$ cat src/rtl/ex_muldiv.sv
// Iterative RV32M multiply/divide execute unit: shift-add multiply, restoring divide.
// Optional MULDIV_FAST_MUL_EN: multiplies use a single-cycle combinational product.
module ex_muldiv #(
  parameter int XLEN             = 32,
  parameter bit SPECIAL_FASTPATH = 1'b1
) (
  input  logic            clk,
  input  logic            rst,
  input  logic [31:0]     inst_i,
  input  logic [31:0]     inst_addr_i,
  input  logic [XLEN-1:0] op_num1_i,
  input  logic [XLEN-1:0] op_num2_i,
  input  logic [4:0]      rd_addr_i,
  input  logic            reg_wen_i,
  output logic            hold_flag_o,
  output logic            busy_o,
  output logic [4:0]      rd_addr_o,
  output logic [XLEN-1:0] rd_data_o,
  output logic            rd_wen_o
);
  localparam logic [XLEN-1:0] SMIN = {1'b1, {(XLEN-1){1'b0}}};

  typedef enum logic [1:0] {IDLE, MUL, DIV, DONE} state_t;
  state_t state;

  logic [2:0]        f3_q;
  logic [4:0]        rd_q;
  logic [4:0]        cnt;
  logic [2*XLEN-1:0] mcand, acc;
  logic [XLEN-1:0]   mplier, dvd, rem, dvsr;
  logic              neg_res, neg_rem;

  // decode and operand conditioning for the start cycle
  logic [2:0]      f3_in;
  logic            is_md, start, s1, s2, n1, n2, div0, ovf;
  logic [XLEN-1:0] a1, a2, fast_res;
  assign f3_in = inst_i[14:12];
  assign is_md = (inst_i[6:0] == 7'b0110011) && (inst_i[31:25] == 7'b0000001) && reg_wen_i;
  assign start = (state == IDLE) && is_md;
  assign s1    = (f3_in == 3'd1) || (f3_in == 3'd2) || (f3_in == 3'd4) || (f3_in == 3'd6);
  assign s2    = (f3_in == 3'd1) || (f3_in == 3'd4) || (f3_in == 3'd6);
  assign n1    = s1 && op_num1_i[XLEN-1];
  assign n2    = s2 && op_num2_i[XLEN-1];
  assign a1    = n1 ? -op_num1_i : op_num1_i;
  assign a2    = n2 ? -op_num2_i : op_num2_i;
  assign div0  = (op_num2_i == '0);
  assign ovf   = s1 && f3_in[2] && (op_num1_i == SMIN) && (op_num2_i == '1);
  assign fast_res = f3_in[1] ? (div0 ? op_num1_i : '0) : (div0 ? '1 : SMIN);

  logic unused_dbg;
  assign unused_dbg = ^{inst_addr_i, inst_i[24:15], inst_i[11:7]};

  // one iteration step of each datapath
  logic [2*XLEN-1:0] acc_nxt;
  logic [XLEN:0]     sh, diff;
  logic              ge;
  logic [XLEN-1:0]   rem_nxt, dvd_nxt;
  assign acc_nxt = mplier[0] ? acc + mcand : acc;
  assign sh      = {rem, dvd[XLEN-1]};
  assign diff    = sh - {1'b0, dvsr};
  assign ge      = ~diff[XLEN];
  assign rem_nxt = ge ? diff[XLEN-1:0] : sh[XLEN-1:0];
  assign dvd_nxt = {dvd[XLEN-2:0], ge};

  function automatic logic [XLEN-1:0] fix_res(input logic [2:0] f, input logic [2*XLEN-1:0] pm,
                                              input logic [XLEN-1:0] qm, rm, input logic nr, ne);
    logic [2*XLEN-1:0] p;
    p = nr ? -pm : pm;
    if (f == 3'd0)   fix_res = p[XLEN-1:0];
    else if (!f[2])  fix_res = p[2*XLEN-1:XLEN];
    else if (!f[1])  fix_res = nr ? -qm : qm;
    else             fix_res = ne ? -rm : rm;
  endfunction

  assign hold_flag_o = start || (state == MUL) || (state == DIV);
  assign busy_o      = (state != IDLE);

  always_ff @(posedge clk or posedge rst) begin
    if (rst) begin
      state <= IDLE; f3_q <= '0; rd_q <= '0; cnt <= '0;
      mcand <= '0; acc <= '0; mplier <= '0; dvd <= '0; rem <= '0; dvsr <= '0;
      neg_res <= 1'b0; neg_rem <= 1'b0;
      rd_addr_o <= '0; rd_data_o <= '0; rd_wen_o <= 1'b0;
    end else begin
      rd_wen_o <= 1'b0;
      case (state)
        IDLE: if (is_md) begin
          f3_q    <= f3_in;
          rd_q    <= rd_addr_i;
          cnt     <= '0;
          neg_res <= f3_in[2] ? ((n1 ^ n2) & ~div0) : (n1 ^ n2);
          neg_rem <= n1;
          if (f3_in[2]) begin
            if (SPECIAL_FASTPATH && (div0 || ovf)) begin
              rd_data_o <= fast_res;
              rd_addr_o <= rd_addr_i;
              rd_wen_o  <= 1'b1;
              state     <= DONE;
            end else begin
              dvd <= a1; rem <= '0; dvsr <= a2;
              state <= DIV;
            end
          end else begin
`ifdef MULDIV_FAST_MUL_EN
            rd_data_o <= fix_res(f3_in, (2*XLEN)'(a1) * (2*XLEN)'(a2), '0, '0, n1 ^ n2, 1'b0);
            rd_addr_o <= rd_addr_i;
            rd_wen_o  <= 1'b1;
            state     <= DONE;
`else
            mcand <= {{XLEN{1'b0}}, a1}; mplier <= a2; acc <= '0;
            state <= MUL;
`endif
          end
        end
        MUL: begin
          acc    <= acc_nxt;
          mcand  <= mcand << 1;
          mplier <= mplier >> 1;
          cnt    <= cnt + 5'd1;
          if (cnt == 5'(XLEN-1)) begin
            rd_data_o <= fix_res(f3_q, acc_nxt, '0, '0, neg_res, neg_rem);
            rd_addr_o <= rd_q;
            rd_wen_o  <= 1'b1;
            state     <= DONE;
          end
        end
        DIV: begin
          rem <= rem_nxt;
          dvd <= dvd_nxt;
          cnt <= cnt + 5'd1;
          if (cnt == 5'(XLEN-1)) begin
            rd_data_o <= fix_res(f3_q, '0, dvd_nxt, rem_nxt, neg_res, neg_rem);
            rd_addr_o <= rd_q;
            rd_wen_o  <= 1'b1;
            state     <= DONE;
          end
        end
        default: state <= IDLE;
      endcase
    end
  end
endmodule

$ cat config.mk
export PLATFORM = sky130hd
export DESIGN_NAME = ex_muldiv
export DESIGN_NICKNAME = d
export VERILOG_FILES = /design/src/rtl/ex_muldiv.sv
export SDC_FILE = /design/constraint.sdc
export NUM_CORES = 1
export LEC_CHECK = 0
export ABC_CLOCK_PERIOD_IN_PS = 8700
export BUFFER_PORTS_ARGS = -buffer_cell sky130_fd_sc_hd__buf_4
export CAP_MARGIN = 10
export CORE_MARGIN = 3
export CORE_UTILIZATION = 45
export CTS_CLUSTER_DIAMETER = 30
export DETAILED_ROUTE_END_ITERATION = 10
export PLACE_DENSITY = 0.73
export SKIP_CTS_REPAIR_TIMING = 1
export SLEW_MARGIN = 15
export SYNTH_ARGS = -nofsm -noshare
export SYNTH_HDL_FRONTEND = slang
export SYNTH_SLANG_ARGS = --single-unit
$ cat constraint.sdc
create_clock -name clk -period 8.7 [get_ports clk]
set_input_delay 0.87 -clock clk [delete_from_list [all_inputs] [get_ports clk]]
set_output_delay 0.87 -clock clk [all_outputs]
set_load 0.01 [all_outputs]
# ---- Word-level counts from Yosys, hierarchy flattened
# Cells that the tools add are included.
dict set report totals {
  regBits 311
  inputBits 136
  out_inout_bits 40
  elab_cells 136
}
dict set report classes {
  n_addsub 8
  n_eq_ne 19
  n_mux 56
  bitwise 5
  reduce_logical 33
}
# cell count
set ops {}
lappend ops {{two-way mux 32 bit} 25}
lappend ops {{two-way mux 64 bit} 6}
lappend ops {{one-hot mux 64 bit (2 select lines)} 2}
lappend ops {{one-hot mux 32 bit (2 select lines)} 3}
lappend ops {{negation 32 bit} 4}
lappend ops {{one-hot mux 32 bit (3 select lines)} 1}
lappend ops {{adder 64 bit} 1}
lappend ops {{== test 32 bit (second input constant)} 2}
lappend ops {{negation 64 bit} 1}
lappend ops {{subtractor 33 x 32 -> 33 bit} 1}
lappend ops {{zero test 32 bit} 1}
lappend ops {{two-way mux 31 bit} 1}
lappend ops {{two-way mux 5 bit} 5}
lappend ops {{one-hot mux 5 bit (2 select lines)} 2}
lappend ops {{logical AND 1 bit} 8}
lappend ops {{logical OR 1 bit} 8}
lappend ops {{inequality test 2 x 1 -> 1 bit (second input constant)} 4}
lappend ops {{inequality test 2 bit (second input constant)} 4}
lappend ops {{AND reduction 4 bit} 2}
lappend ops {{nonzero test 2 bit} 4}
lappend ops {{== test 7 x 1 -> 1 bit (second input constant)} 1}
lappend ops {{== test 7 x 6 -> 1 bit (second input constant)} 1}
lappend ops {{== test 3 bit (second input constant)} 2}
lappend ops {{two-way mux 1 bit} 6}
lappend ops {{20 further kinds} 26}

# ---- Depth between registers and ports, before layout
# Gate-level depths: netlist of the first run.
dict set report logic_depth {
  depth_word 12
  ltp_mapped 24
}

# ---- Worst setup path before layout of the first run
# OpenSTA, ideal clock, no wires.
dict set report synth_path {
  path_type {flip-flop to flip-flop}
  start {register rem[14]}
  end {register rd_data_o[30]}
  arrival_ps 5223
  required_time_ps 8580
  setup_slack_ps 3357
  path_stages_with_launch 24
  path_buffers 3
  period_less_slack_ps 5343
  path_cell_list {dfrtp_1 ha_1 clkbuf_1 a2111oi_0 o211ai_1 and3_1 o2111a_1 or3_1 and2_1 inv_2 clkbuf_1 clkbuf_1 ha_1 nand2_1 or3_1 nand2b_1 o21ai_0 nand3_1 xnor2_1 o32a_1 a21oi_1 a21oi_1 o31ai_1 a31o_1}
}
dict set report synth_via {
  elab_chain_cells 9
}
# element line
set synth_lines {}
lappend synth_lines {{start, declared} 30} ;# logic [XLEN-1:0] mplier, dvd, rem, dvsr;
lappend synth_lines {{start signal, assigned} 128} ;# rem <= rem_nxt;
lappend synth_lines {{subtractor 33 x 32 -> 33 bit} 60} ;# assign diff = sh - {1'b0, dvsr};
lappend synth_lines {{two-way mux 32 bit / inverter 1 bit (equally long branches)} {62, 61}}
lappend synth_lines {{negation 32 bit, on equally long branches} {72, 71}}
lappend synth_lines {{two-way mux 32 bit, on equally long branches} {72, 71}}
lappend synth_lines {{two-way mux 32 bit (*)} 71} ;# else if (!f[1]) fix_res = nr ? -qm : qm;
lappend synth_lines {{two-way mux 32 bit (*)} 70} ;# else if (!f[2]) fix_res = p[2*XLEN-1:XLEN];
lappend synth_lines {{two-way mux 32 bit (*)} 69} ;# if (f == 3'd0) fix_res = p[XLEN-1:0];
lappend synth_lines {{two-way mux 32 bit (*)} 131} ;# if (cnt == 5'(XLEN-1)) begin
lappend synth_lines {{one-hot mux 32 bit (3 select lines) (*)} 86} ;# case (state)
lappend synth_lines {{end signal, assigned} 95} ;# rd_data_o <= fast_res;
lappend synth_lines {{end signal, assigned} 121} ;# rd_data_o <= fix_res(f3_q, acc_nxt, '0, '0, neg_res, neg_rem);
lappend synth_lines {{end signal, assigned} 132} ;# rd_data_o <= fix_res(f3_q, '0, dvd_nxt, rem_nxt, neg_res, neg_rem);
lappend synth_lines {{end, declared} 18} ;# output logic [XLEN-1:0] rd_data_o,
# Mark *: on every way between the ends. The rest lies on a longest branch, timed or not. The select of a mux whose other input is x is not followed.
# A chain may end at the register's enable or synchronous reset.

# ---- Worst setup path after layout of the first run
dict set report layout_path {
  start {register mcand[0]}
  end {register rd_data_o[21]}
}
dict set report layout_via {
  elab_chain_cells 8
}
# element line
set layout_lines {}
lappend layout_lines {{start, declared} 29} ;# logic [2*XLEN-1:0] mcand, acc;
lappend layout_lines {{start signal, assigned} 117} ;# mcand <= mcand << 1;
lappend layout_lines {{adder 64 bit (*)} 58} ;# assign acc_nxt = mplier[0] ? acc + mcand : acc;
lappend layout_lines {{two-way mux 64 bit (*)} 58}
lappend layout_lines {{negation 64 bit} 68} ;# p = nr ? -pm : pm;
lappend layout_lines {{two-way mux 64 bit (*)} 68}
lappend layout_lines {{two-way mux 32 bit} 70}
lappend layout_lines {{two-way mux 32 bit (*)} 69}
lappend layout_lines {{two-way mux 32 bit (*)} 120} ;# if (cnt == 5'(XLEN-1)) begin
lappend layout_lines {{one-hot mux 32 bit (3 select lines) (*)} 86}
# Marks and branches as above.

==> metrics.md, run 1 <==
| Metric | Value |
|---|---|
| Syn_nets | 3550 |
| Psw | 3020 uW |
| Final setup vio count | 0 |
| Max Fclk | between 150 and 200 MHz |
| Worst Skew | between 0.03 and 0.04 ns |
| Yosys warns | 0 |
| Status | finished clean |
| Fill cell count | 5319 |
| Most used flip-flop cell after synthesis | dfrtp_1 |
| PwrDens | 258 nW/um^2 |
| Finished Core Util | 0.537 |
| Register bit total from synthesis | 311 |
| Post-DR vias/cell | 6.45 |
| Gpl congestion | 0.973 |
| Final setup margin | 2.60 ns |
| Hold crit path type | in2async |
| Final-report max-slew violation count | 0 |
| Setup TNS | 0 ns |
| Inserted Clock Buffers | 87 |
| Slowest stage delay, CP | 0.86 ns |
| Largest net degree at the start of global routing | 86 |
| Fin crit share | 0.702 |
| ANT nets after route | 0 |
| Placed insts | 4029 |
| Max_slew headroom | 0.131 |
| CTS Buffer Depth | 3 |
| Minimum clock period | 6.10 ns |
| Max-cap violations | 0 |
| Vias in the first global route | about 25000 |
| Synth area leader | dfrtp_1 |
| I/O pin cnt | 176 |
| Drc violations | 0 |
| TritonRoute pass-1 iters | 8 |
| Die H | between 200 and 250 um |
| CP max FO | 8 |
| Share of the synthesized area in the top cell type | 0.297 |
| Via count | roughly 27000 |
| NumNets Final | 3608 |
| Setup CP Type | reg2reg |
| Core ar. | between 50000 and 60000 um^2 |
| Gr usage total | 0.301 |
| Detailed placement HPWL | 68.9 mm |
| Initial DRC count | around 3400 |
| Post-synth EDFFs | 0 |
| Final Hold Vio Count | 0 |
| CTS sink count | 311 |
| Internal power | 4880 uW |
| Area occupied by multi-input gates | ~17000 um^2 |
| Starting Density | 0.460 |
| Synthesized area per cell | 7.94 um^2 |
| First-pass GRT wire length | ~150 mm |
| Latest clock arrival within the worst-skew pair | 0.63 ns |
| Standard-cell rows | 87 |
| Die width | 247 um |
| Comb pwr share | 0.335 |
| CTS tree | yes |
| Critical path, cell by cell | ha_1 -> inv_1 -> fa_1 -> nand2b_1 -> a211oi_2 -> o2111ai_1 -> a21boi_0 -> o31ai_1 -> o41ai_1 -> nand4b_1 -> nor2_1 -> nand2_1 -> o41ai_1 -> xnor2_1 -> a21boi_0 -> o21ai_0 |
| Synth async-reset ratio | 1.00 |
| IO Port Bufs | 128 |
| CP required | 9.18 ns |
| Sw Ratio | 0.382 |
| Cell area after synthesis | 26200 um^2 |
| Share of cells above drive strength 1 | 0.117 |
| Clock network power share | 0.427 |
| Wirelength, routed | between 90 and 100 mm |
| Setup slack at placement | 2.94 ns |
| Unrepaired setup endpoints after global routing | no |
| Startpoint Class | register |
| Grt ovf | 0 |
| Crit end category | register |
| Worst-path clk slew | 0.05 ns |
| DIE AREA | 61200 um^2 |
| Antenna violations before repair | 1 |
| Max IR drop VDD | 0.207 mV |
| Clk root buf | clkbuf_16 |
| H-tree levels | 3 |
| DR WL/cell | 22.4 um |
| Register area | around 7800 um^2 |
| Leakage | roughly 0.013 uW |
| Syn Inst Count | between 3000 and 4000 |
| Post-Layout Cell Count | roughly 4200 |
| Layout area overhead | 16.7% |
| Yosys cell types | 111 |
| Least-Margin Pin Slew | 1.30 ns |
| Ant diodes | 0 |
| Flop pwr share | 0.238 |
| Critical path data arrival time | 6.58 ns |
| Largest cells by area after synthesis | dfrtp_1 30%, a21oi_1 5.5%, o21ai_0 5.3% |
| CP max-delay cell | o41ai_1 |
| Sequential area share after synthesis | 0.297 |
[flip-flops by register name (all words and copies together), names as in the netlist]
signal / flops
rd_q: 5
rd_addr_o: 5
rem: 32
dvd: 32
rd_wen_o: 1
mcand: 64
mplier: 32
neg_rem: 1
rd_data_o: 32
f3_q: 3
state: 2
dvsr: 32
neg_res: 1
cnt: 5
acc: 64
[cells by family after synthesis]
group                    Yosys count  synth area share
AO/OA/AOI/OAI                   1157             0.294
XOR/XNOR                         211            0.0705
adder cells (fa/ha/maj)          110            0.0530
buffers and inverters            304            0.0520
flip-flops                       311             0.297
multiplexers                      76            0.0298
AND/OR/NAND/NOR                 1135             0.204
[worst max-delay path: cells and delay by family, from the launching register on]
family | cells | cell delay, ns
DFF | 1 | 0.43
xor gates and xnor gates | 1 | 0.17
AOI/OAI and AO/OA | 8 | 3.38
buffers and inverters | 1 | 0.05
and+or+nand+nor | 4 | 1.32
adders and majority gates | 2 | 0.60
[placed cells by master (no fill, tap or decap), types with 63 or more instances in the layout]
cell type  netlist  final
nor3_1          76     76
a21oi_1        286    284
nand2_1        356    356
o21ai_0        278    278
buf_4            6    162
inv_1          107    106
ha_1           108    108
xor2_1          96     96
clkbuf_16        0     87
o31ai_1         65     65
dfrtp_1        311    309
nor2_1         346    344
nand3_1         64     63
xnor2_1        115    115
[stage by stage]
stage                     total power, uW  hold slack [ns]  instance area, um^2
after floorplan                      3580            0.466                26200
after global placement               4420            0.474                27500
after detailed placement             4440            0.476                27500
after CTS                            7840            0.150                30600
after global routing                 8240            0.167                30600
final                                7900            0.163                30600
[cell usage after synthesis (27+ instances only)]
cell type,n
nand2_1,356
nor2_1,346
dfrtp_1,311
a21oi_1,286
o21ai_0,278
clkbuf_1,146
xnor2_1,115
ha_1,108
inv_1,107
xor2_1,96
nor3_1,76
o31ai_1,65
nand3_1,64
mux2i_1,60
nand4_1,59
a22o_1,51
a21o_1,44
a221o_1,41
a22oi_1,35
nor4_1,33
o211ai_1,32
or3_1,32
and3_1,29
a211oi_1,27
a31oi_1,27
[routing by layer]
layer,part of all wire,track usage
met1,0.43,0.432
met2,0.42,0.442
met3,0.10,0.0567
met4,0.043,0.129
met5,0.00014,0
[final cells by class]
cell class | count | share of cell area
sequential | 311 | 0.254
clock inverter | 43 | 0.0211
tap | 756 | 0.0309
multi-input combinational | 2689 | 0.560
timing repair buffer | 162 | 0.0397
clock buffer | 117 | 0.0801
inverter | 111 | 0.0137
[final timing paths]
kind / startpoint / end / slack, ns / depth (start not counted)
worst max-delay path: mcand[0] / rd_data_o[21] / 2.60 / 16
worst min-delay path: rst / dvsr[28] / 0.16 / 2
worst max register to register: mcand[0] / rd_data_o[21] / 2.60 / 16
worst min register to register: cnt[4] / cnt[4] / 0.49 / 1
max in group asynchronous: rst / acc[36] / 6.56 / 4
min in group clk: rd_addr_i[1] / rd_q[1] / 0.48 / 2
[power groups by stage]
stage                     clock network [uW]  registers (uW)  logic (uW)
after global placement                     0            1890        2530
after floorplan                            0            1830        1760
after detailed placement                   0            1890        2550
after CTS                               3400            1870        2580
after global routing                    3490            1890        2860
final                                   3380            1880        2650
(Power assumes the default switching activity.)
==> run 2, diff against run 1 <==
--- a/config.mk
+++ b/config.mk
@@ -5,14 +5,14 @@
 export SDC_FILE = /design/constraint.sdc
 export NUM_CORES = 1
 export LEC_CHECK = 0
-export ABC_CLOCK_PERIOD_IN_PS = 8700
+export ABC_CLOCK_PERIOD_IN_PS = 6000
 export BUFFER_PORTS_ARGS = -buffer_cell sky130_fd_sc_hd__buf_4
 export CAP_MARGIN = 10
 export CORE_MARGIN = 3
 export CORE_UTILIZATION = 45
 export CTS_CLUSTER_DIAMETER = 30
 export DETAILED_ROUTE_END_ITERATION = 10
-export PLACE_DENSITY = 0.73
+export PLACE_DENSITY = 0.7
 export SKIP_CTS_REPAIR_TIMING = 1
 export SLEW_MARGIN = 15
 export SYNTH_ARGS = -nofsm -noshare
==> constraint.sdc (replaced) <==
create_clock -name clk -period 6 [get_ports clk]
set_input_delay 0.6 -clock clk [delete_from_list [all_inputs] [get_ports clk]]
set_output_delay 0.6 -clock clk [all_outputs]
set_load 0.01 [all_outputs]
==> run 2 against run 1 <==
  * Cell area is 0.40% higher
  * Routed wire length is 1.3% higher
  * Critical endpoint is now rd_data_o[30]
  * Total power is 44% higher
  * Combinational power is 46% higher
  * Count of clock-buffer cells in the layout is 3 lower
  * Die area stayed put
  * Sequential share of layout area is 0.10 points lower
  * Critical path depth is 6 higher
  * Sequential cell count stayed put
  * Sequential power is 45% higher
  * Core utilization is 0.21 points higher
  * Worst hold slack better by 0.063 ns
==> metrics.md, run 2 (same netlist as run 1, synthesis figures left out) <==
| Metric | Value |
|---|---|
| Cell depth of the worst flop-to-flop path | 22 (+6) |
| Worst Skew | 0.0222 ns (-0.0116 ns) |
| Drc violations | 0 (unchanged) |
| Largest net degree at the start of global routing | 171 (+99%) |
| Setup TNS | 0 ns (unchanged) |
| Gr usage total | 0.304 (+0.00338) |
| Minimum clock period | 5.61 ns (-0.496 ns) |
| Max IR drop VDD | 0.323 mV (+56%) |
| CP required | 6.49 ns (-2.69 ns) |
| First-pass GRT wire length | 146 mm (+0.71%) |
| Grt ovf | 0 (unchanged) |
| Status | finished clean |
| Post-DR vias/cell | 6.44 (about the same) |
| Antenna violations before repair | 2 (+1) |
| Leakage | 0.0132 uW (+0.51%) |
| Worst-path clk slew | 0.05 ns (about the same) |
| Clk root buf | clkbuf_16 |
| Internal power | 6980 uW (+43%) |
| Regs by FF count | acc (64), mcand (64) |
| Standard-cell rows | 87 (unchanged) |
| Vias in the first global route | 25200 (+0.85%) |
| Min-Delay Path Depth | 2 |
| NumNets Final | 3624 (+0.44%) |
| Unrepaired setup endpoints after global routing | no |
| IO Port Bufs | 128 (unchanged) |
| Initial DRC count | 3240 (-5.2%) |
| Wirelength, routed | 95.1 mm (+1.3%) |
| Max_slew headroom | 0.146 (+0.0153) |
| Core ar. | 57000 um^2 (unchanged) |
| Detailed placement HPWL | 69.9 mm (+1.5%) |
| I/O pin cnt | 176 (unchanged) |
| DIE AREA | 61200 um^2 (unchanged) |
| Post-Layout Cell Count | 4209 (+0.48%) |
| Die H | 247 um (unchanged) |
| Internal reg-to-reg setup slack | 0.39 ns (-2.20 ns) |
| Setup CP Type | reg2reg |
| Share of cells above drive strength 1 | 0.124 (+0.00689) |
| Clock network power share | 0.422 (-0.005) |
| Flop pwr share | 0.239 (about the same) |
| DR WL/cell | 22.6 um (+0.85%) |
| CP max FO | 12 (+4) |
| Latest clock arrival within the worst-skew pair | 0.62 ns (about the same) |
| ANT nets after route | 0 (unchanged) |
| Inserted Clock Buffers | 88 (+1.1%) |
| Most common cell after layout, fill and taps aside | nand2_1 |
| Commonest cells after routing, fill and taps aside | 356 x nand2_1, 344 x nor2_1, 309 x dfrtp_1 |
| Fin crit share | 0.935 (+0.233) |
| Starting Density | 0.460 (unchanged) |
| Final-report max-slew violation count | 0 (unchanged) |
| Gpl congestion | 0.980 (+0.72%) |
| PwrDens | 371 nW/um^2 (+44%) |
| Final setup vio count | 0 (unchanged) |
| Die width | 247 um (unchanged) |
| Max-cap violations | 0 (unchanged) |
| Psw | 4430 uW (+47%) |
| Startpoint Class | register |
| Sw Ratio | 0.388 (+0.00614) |
| Final Hold Vio Count | 0 (unchanged) |
| Crit end category | register |
| Placed insts | 4043 (+0.35%) |
| Least-Margin Pin Slew | 1.28 ns (-0.0229 ns) |
| CTS sink count | 311 (unchanged) |
| Hold crit path type | in2reg |
| CTS tree | yes |
| CTS Buffer Depth | 3 (unchanged) |
| Via count | 27100 (+0.39%) |
| H-tree levels | 3 (unchanged) |
| Max Fclk | 178 MHz (+8.8%) |
| Comb pwr share | 0.339 (+0.004) |
| TritonRoute pass-1 iters | 6 (-2) |
| Critical path data arrival time | 6.10 ns (-0.48 ns) |
| Layout area overhead | 17.1% |
-- run 2: per-stage QoR --
step                worst slack, ns  power, uW  utilization  hold slack [ns]  area [um^2]
detailed placement            0.388       6480        0.484            0.477        27600
CTS                           0.238      11300        0.538          -0.0675        30700
global placement              0.426       6430        0.484            0.469        27600
floorplan                     0.657       5200            -            0.466        26200
finish                        0.392      11400        0.539            0.227        30700
global route                 0.0602      11900        0.539            0.226        30700
-- run 2: worst max-delay path: stages, from the launching register on --
cell	delay, ns
dfrtp_1	0.45
inv_1	0.07
ha_1	0.23
fa_1	0.41
nor2b_1	0.21
o31ai_1	0.15
a211oi_1	0.52
o2111a_1	0.27
o21ai_1	0.13
and2_2	0.23
inv_2	0.21
ha_1	0.25
nand2_1	0.16
or3_1	0.41
nand2b_1	0.26
o21ai_1	0.36
nand3_1	0.16
xnor2_1	0.24
o32a_1	0.19
a21oi_1	0.07
a21oi_1	0.15
o31ai_1	0.11
a31o_1	0.23
-- run 2: per-layer routing --
metal  wire length, um  vias to the layer above  part of all wire  global-route usage
li1                  -                    12500                 -                   -
met1             41500                    13000              0.44               0.428
met2             39600                     1409              0.42               0.442
met4              3810                        2             0.040               0.123
met3             10200                      263              0.11              0.0818
met5                 8                        -          0.000084                   0
-- run 2: path summary, 6_finish.rpt --
| kind | start | to |
|---|---|---|
| worst max-delay path | dvd[31] | rd_data_o[30] |
| worst min-delay path | rd_addr_i[4] | rd_q[4] |
| max in group asynchronous | rst | acc[26] |
| worst min register to register | rd_data_o[8] | rd_data_o[8] |
| worst max register to register | dvd[31] | rd_data_o[30] |
| min in group asynchronous | rst | dvsr[24] |
-- run 2: power groups by stage --
stage | clock network (uW) | logic, uW | registers [uW]
after global routing | 4970 | 4170 | 2750
final | 4810 | 3870 | 2730
after detailed placement | 0 | 3740 | 2740
after floorplan | 0 | 2550 | 2650
after global placement | 0 | 3690 | 2740
after CTS | 4850 | 3760 | 2720
-- run 2: layout make-up --
cell class                 count  area, um^2
multi-input combinational   2689       17200
clock buffer                 114        2470
fill                        5376       26300
inverter                     111         420
antenna                        1        2.50
timing repair buffer         177        1340
clock inverter                50         594
sequential                   311        7790
tap                          756         946
